`src/rtl/apb_requester_pkg.sv`:
```
// apb_requester_pkg: shared FSM state, response-cause encoding and select-width helper.
package apb_requester_pkg;
  typedef enum logic [1:0] {ST_IDLE, ST_SETUP, ST_ACCESS, ST_RESP} state_e;
  typedef enum logic [1:0] {CAUSE_OKAY, CAUSE_SLVERR, CAUSE_TIMEOUT, CAUSE_DECERR} cause_e;
  function automatic int sel_width(input int n);
    return (n > 1) ? $clog2(n) : 1;
  endfunction
endpackage

```
`src/rtl/apb_timeout_counter.sv`:
```
// apb_timeout_counter: counts stalled ACCESS cycles; constant-zero when TIMEOUT is 0.
module apb_timeout_counter #(
  parameter int TIMEOUT = 0
) (
  input  logic clk,
  input  logic rst,
  input  logic clr,
  input  logic en,
  output logic expired
);
  localparam int W = (TIMEOUT > 0) ? $clog2(TIMEOUT + 1) : 1;
  logic [W-1:0] cnt_q, cnt_d;
  assign cnt_d = clr ? '0 : (en && TIMEOUT > 0) ? cnt_q + W'(1) : cnt_q;
  assign expired = (TIMEOUT > 0) && (cnt_q == W'(TIMEOUT));
  always_ff @(posedge clk or posedge rst)
    if (rst) cnt_q <= '0;
    else cnt_q <= cnt_d;
endmodule

```
`src/rtl/apb_requester.sv`:
```
// apb_requester: turns a valid/ready command stream into APB2/3/4 transfers
// with one registered response per command, timeout and bad-select handling.
module apb_requester
  import apb_requester_pkg::*;
#(
  parameter int VERSION    = 4,
  parameter int PSEL_WIDTH = 1,
  parameter int ADDR_WIDTH = 32,
  parameter int DATA_WIDTH = 32,
  parameter int TIMEOUT    = 0,
  localparam int SEL_WIDTH = sel_width(PSEL_WIDTH)
) (
  input  logic                    pclk,
  input  logic                    preset,
  input  logic                    cmd_valid,
  output logic                    cmd_ready,
  input  logic                    cmd_write,
  input  logic [SEL_WIDTH-1:0]    cmd_sel,
  input  logic [ADDR_WIDTH-1:0]   cmd_addr,
  input  logic [DATA_WIDTH-1:0]   cmd_wdata,
  input  logic [DATA_WIDTH/8-1:0] cmd_strb,
  input  logic [2:0]              cmd_prot,
  output logic                    rsp_valid,
  input  logic                    rsp_ready,
  output logic [DATA_WIDTH-1:0]   rsp_rdata,
  output logic                    rsp_slverr,
  output logic                    rsp_timeout,
  output logic [PSEL_WIDTH-1:0]   psel,
  output logic                    penable,
  output logic                    pwrite,
  output logic [ADDR_WIDTH-1:0]   paddr,
  output logic [DATA_WIDTH-1:0]   pwdata,
  output logic [DATA_WIDTH/8-1:0] pstrb,
  output logic [2:0]              pprot,
  input  logic [DATA_WIDTH-1:0]   prdata,
  input  logic                    pready,
  input  logic                    pslverr
);
  state_e st_q, st_d;
  cause_e cause_q;
  logic [SEL_WIDTH-1:0]    sel_q;
  logic [ADDR_WIDTH-1:0]   addr_q;
  logic [DATA_WIDTH-1:0]   wdata_q, rdata_q;
  logic [DATA_WIDTH/8-1:0] strb_q;
  logic [2:0]              prot_q;
  logic                    write_q;
  logic ready_eff, err_eff, bad, accept, complete, expired, abort;

  // APB2 completers have no wait states and no error signalling
  assign ready_eff = (VERSION < 3) ? 1'b1 : pready;
  assign err_eff   = (VERSION < 3) ? 1'b0 : pslverr;
  assign bad       = int'(cmd_sel) >= PSEL_WIDTH;
  assign accept    = (st_q == ST_IDLE) && cmd_valid;
  assign complete  = (st_q == ST_ACCESS) && ready_eff;
  assign abort     = (st_q == ST_ACCESS) && !ready_eff && expired;

  apb_timeout_counter #(.TIMEOUT(TIMEOUT)) u_tmo (
    .clk(pclk),
    .rst(preset),
    .clr(st_q == ST_SETUP),
    .en((st_q == ST_ACCESS) && !ready_eff && !expired),
    .expired(expired)
  );

  always_comb begin
    st_d = st_q;
    case (st_q)
      ST_IDLE:   st_d = cmd_valid ? (bad ? ST_RESP : ST_SETUP) : ST_IDLE;
      ST_SETUP:  st_d = ST_ACCESS;
      ST_ACCESS: st_d = (complete || abort) ? ST_RESP : ST_ACCESS;
      ST_RESP:   st_d = rsp_ready ? ST_IDLE : ST_RESP;
      default:   st_d = ST_IDLE;
    endcase
  end

  always_ff @(posedge pclk or posedge preset)
    if (preset) st_q <= ST_IDLE;
    else st_q <= st_d;

  always_ff @(posedge pclk or posedge preset)
    if (preset) begin
      sel_q   <= '0;
      addr_q  <= '0;
      wdata_q <= '0;
      strb_q  <= '0;
      prot_q  <= '0;
      write_q <= 1'b0;
      rdata_q <= '0;
      cause_q <= CAUSE_OKAY;
    end else begin
      if (accept && !bad) begin
        sel_q   <= cmd_sel;
        addr_q  <= cmd_addr;
        wdata_q <= cmd_wdata;
        strb_q  <= (VERSION >= 4 && cmd_write) ? cmd_strb : '0;
        prot_q  <= (VERSION >= 4) ? cmd_prot : 3'b0;
        write_q <= cmd_write;
      end
      if (accept && bad) begin
        cause_q <= CAUSE_DECERR;
        rdata_q <= '0;
      end
      if (complete) begin
        cause_q <= err_eff ? CAUSE_SLVERR : CAUSE_OKAY;
        rdata_q <= (!write_q && !err_eff) ? prdata : '0;
      end
      if (abort) begin
        cause_q <= CAUSE_TIMEOUT;
        rdata_q <= '0;
      end
    end

  assign cmd_ready   = st_q == ST_IDLE;
  assign rsp_valid   = st_q == ST_RESP;
  assign rsp_rdata   = rdata_q;
  assign rsp_slverr  = cause_q != CAUSE_OKAY;
  assign rsp_timeout = cause_q == CAUSE_TIMEOUT;
  assign psel        = (st_q == ST_SETUP || st_q == ST_ACCESS) ? PSEL_WIDTH'(1) << sel_q : '0;
  assign penable     = st_q == ST_ACCESS;
  assign pwrite      = write_q;
  assign paddr       = addr_q;
  assign pwdata      = wdata_q;
  assign pstrb       = strb_q;
  assign pprot       = prot_q;
endmodule

```
`config.mk`:
```
export PLATFORM = sky130hd
export DESIGN_NAME = apb_requester
export DESIGN_NICKNAME = d
export VERILOG_FILES = /design/src/rtl/apb_requester_pkg.sv /design/src/rtl/apb_timeout_counter.sv /design/src/rtl/apb_requester.sv
export SDC_FILE = /design/constraint.sdc
export NUM_CORES = 1
export LEC_CHECK = 0
export CAP_MARGIN = 40
export CORE_MARGIN = 3
export CORE_UTILIZATION = 35
export CTS_CLUSTER_DIAMETER = 100
export CTS_CLUSTER_SIZE = 10
export DETAILED_ROUTE_END_ITERATION = 12
export PLACE_DENSITY = 0.72
export SYNTH_ARGS = -nofsm -noshare
export SYNTH_HDL_FRONTEND = slang
export SYNTH_HIERARCHICAL = 1
export SYNTH_SLANG_ARGS = --single-unit
```
`constraint.sdc`:
```
create_clock -name pclk -period 4.6 [get_ports pclk]
set_input_delay 0.69 -clock pclk [delete_from_list [all_inputs] [get_ports pclk]]
set_output_delay 0.69 -clock pclk [all_outputs]
set_load 0.01 [all_outputs]
```
==> impl_metrics.ini <==
[clock_tree]
clock_sinks = 109
cts_hold_buf = 0
clk_pin_slew_ns = 0.07
clockBufferDepth = 2
ctsResizeCount = 0
clk_root_buffer_cell = clkbuf_16
numCtsBuffers = 9
clk-insertion-delay-late_ns = 0.34
htree_num_levels = 3
cts_tree = yes
post-cts-setup-buffers = 0

[global_routing]
grt_first_pass_wirelength_um = 16900
grt_use_total_pct = 16.4
gr-usage-met1_pct = 19.8
grtUsageMet3_pct = 5.80
first_global_vias = 3207
use_met2_pct = 26.5
grt_max_degree = 47
overflow = 0
antenna_found_initial = 0
top_usage_layer = met2

[setup_path]
reg2reg_from = st_q[0]$_DFF_PP0_
critPathTopFamily = buffers and inverters
required_ns = 4.82
slowest_delay_ns = 0.63
ff2ff_path_depth = 5
critPathSlowestCell = clkdlybuf4s50_1
reg2reg_slack_ns = 2.19
crit_fanout = 46
path_depth = 4
crit_chain = clkdlybuf4s50_1, nand3b_4, buf_4, mux2_2
reg2reg_to = paddr[2]$_DFFE_PP0P_
cp-end-kind = flop
crit_arrival_ns = 2.79
worstPathBufferInverterCount = 2
critPathKind = input port to flop
cp-startpoint = cmd_valid
start_kind = input port
endpoint = paddr[2]$_DFFE_PP0P_

[logic_synthesis]
syn_inst = 267
synth_warnings = 6
syn-cell-area_mm2 = 0.00423
syn_nets = 383
avgSynthCellArea_um2 = 15.8

[pwr]
vdd_drop_max_v = 0.000357
power.density_mw_per_mm2 = 645
p_leak_nw = 3.05

[timing]
min_period_ns = 2.56
rsz0062_at_grt = false
finalMaxSlewViolations = 0
worst_pin_slew_ns = 0.891
fin_skew_ns = 0.00810
setup_tns_ns = 0
hold_violations = 0
fmax_mhz = 390
relSlewSlack_pct = 40.6
setup-violations-final = 0
period_share_pct = 55.8

[placement]
io_buffer_count = 220
hpwlAfterDp_um = 8210
place_congestion = 0.757

[run]
max-cap-violations = 0

[status]
status = finished, final reports clean

[route]
avgRoutedWirePerCell_um = 17.4
drc = 0
dr_total_vias = 3008
firstDrtPassIters = 4
drtIter0Drc = 157
wirelength_um = 11000
routed_via_density = 4.75
ant_nets = 0

[worst_hold_path]
hp-class = flop to flop
hp-start = sel_q$_DFFE_PP0P_

[floorplanning]
die-area_mm2 = 0.0134
row_count = 39
die_y_um = 116
ios = 221
core_mm2 = 0.0116
initial_core_util_pct = 36.4
dieWidth_um = 116

[finish]
drive_gt1_share_pct = 18.6
antennaDiodeCount = 0
fin_nets = 601
postLayoutCoreUtil_pct = 59.6
syn_to_final_growth_pct = 63.8
==> power breakdown <==
group	switching [W]	leakage, nW	internal [W]
Sequential	0.000218	1.36	0.00137
Clock	0.000340	0.186	0.000619
Combinational	0.000707	1.51	0.00120
Total	0.00127	3.05	0.00319
==> layer usage <==
metal | wire length, µm | up-vias
met1 | 4320 | 1478
met5 | 0 | -
met2 | 5500 | 126
met3 | 943 | 18
met4 | 246 | 0
li1 | - | 1386
==> cell type report <==
| class | instances | area, µm² |
|---|---|---|
| tap | 143 | 179 |
| multi-input combinational | 136 | 1380 |
| sequential | 109 | 2730 |
| inverter | 6 | 25.0 |
| timing repair buffer | 223 | 2220 |
| clock buffer | 11 | 253 |
| fill | 942 | 4690 |
| clock inverter | 5 | 129 |
==> cell usage in the layout, fill, tap and decap left out, types with 5 or more instances in the layout <==
master,instances
o21ai_0,6
dfrtp_1,109
a22o_1,32
ha_1,5
clkdlybuf4s50_1,220
mux2_2,47
inv_1,5
mux2_4,21
nand2_1,10
clkbuf_16,9
==> per-stage QoR <==
step	instances	total power [W]	hold WS, ns	cell area [µm²]	worst slack [ns]
after global placement	617	0.00350	0.469	6540	1.73
after CTS	633	0.00452	0.493	6920	2.03
after detailed placement	617	0.00354	0.477	6540	1.66
after global routing	633	0.00473	0.524	6920	1.93
after floorplan	267	0.00242	0.454	4230	1.04
final	633	0.00446	0.486	6920	2.04
==> worst min path at each step <==
stage	endpoint	slack (ns)	cells after the start
2_1_floorplan	sel_q$_DFFE_PP0P_	0.45	1
3_3_place_gp	pstrb[0]$_DFFE_PP0P_	0.47	2
3_5_place_dp	sel_q$_DFFE_PP0P_	0.48	1
4_1_cts	sel_q$_DFFE_PP0P_	0.49	1
5_1_grt	pwdata[9]$_DFFE_PP0P_	0.52	1
6_report	sel_q$_DFFE_PP0P_	0.49	1
==> registers in the layout (all words and copies together), names as in the netlist <==
signal and cells:
pstrb 4, cause_q 2, rsp_rdata 32, st_q 2, paddr 32, pwrite 1
pwdata 32, pprot 3, sel_q 1
(Power assumes the default switching activity.)
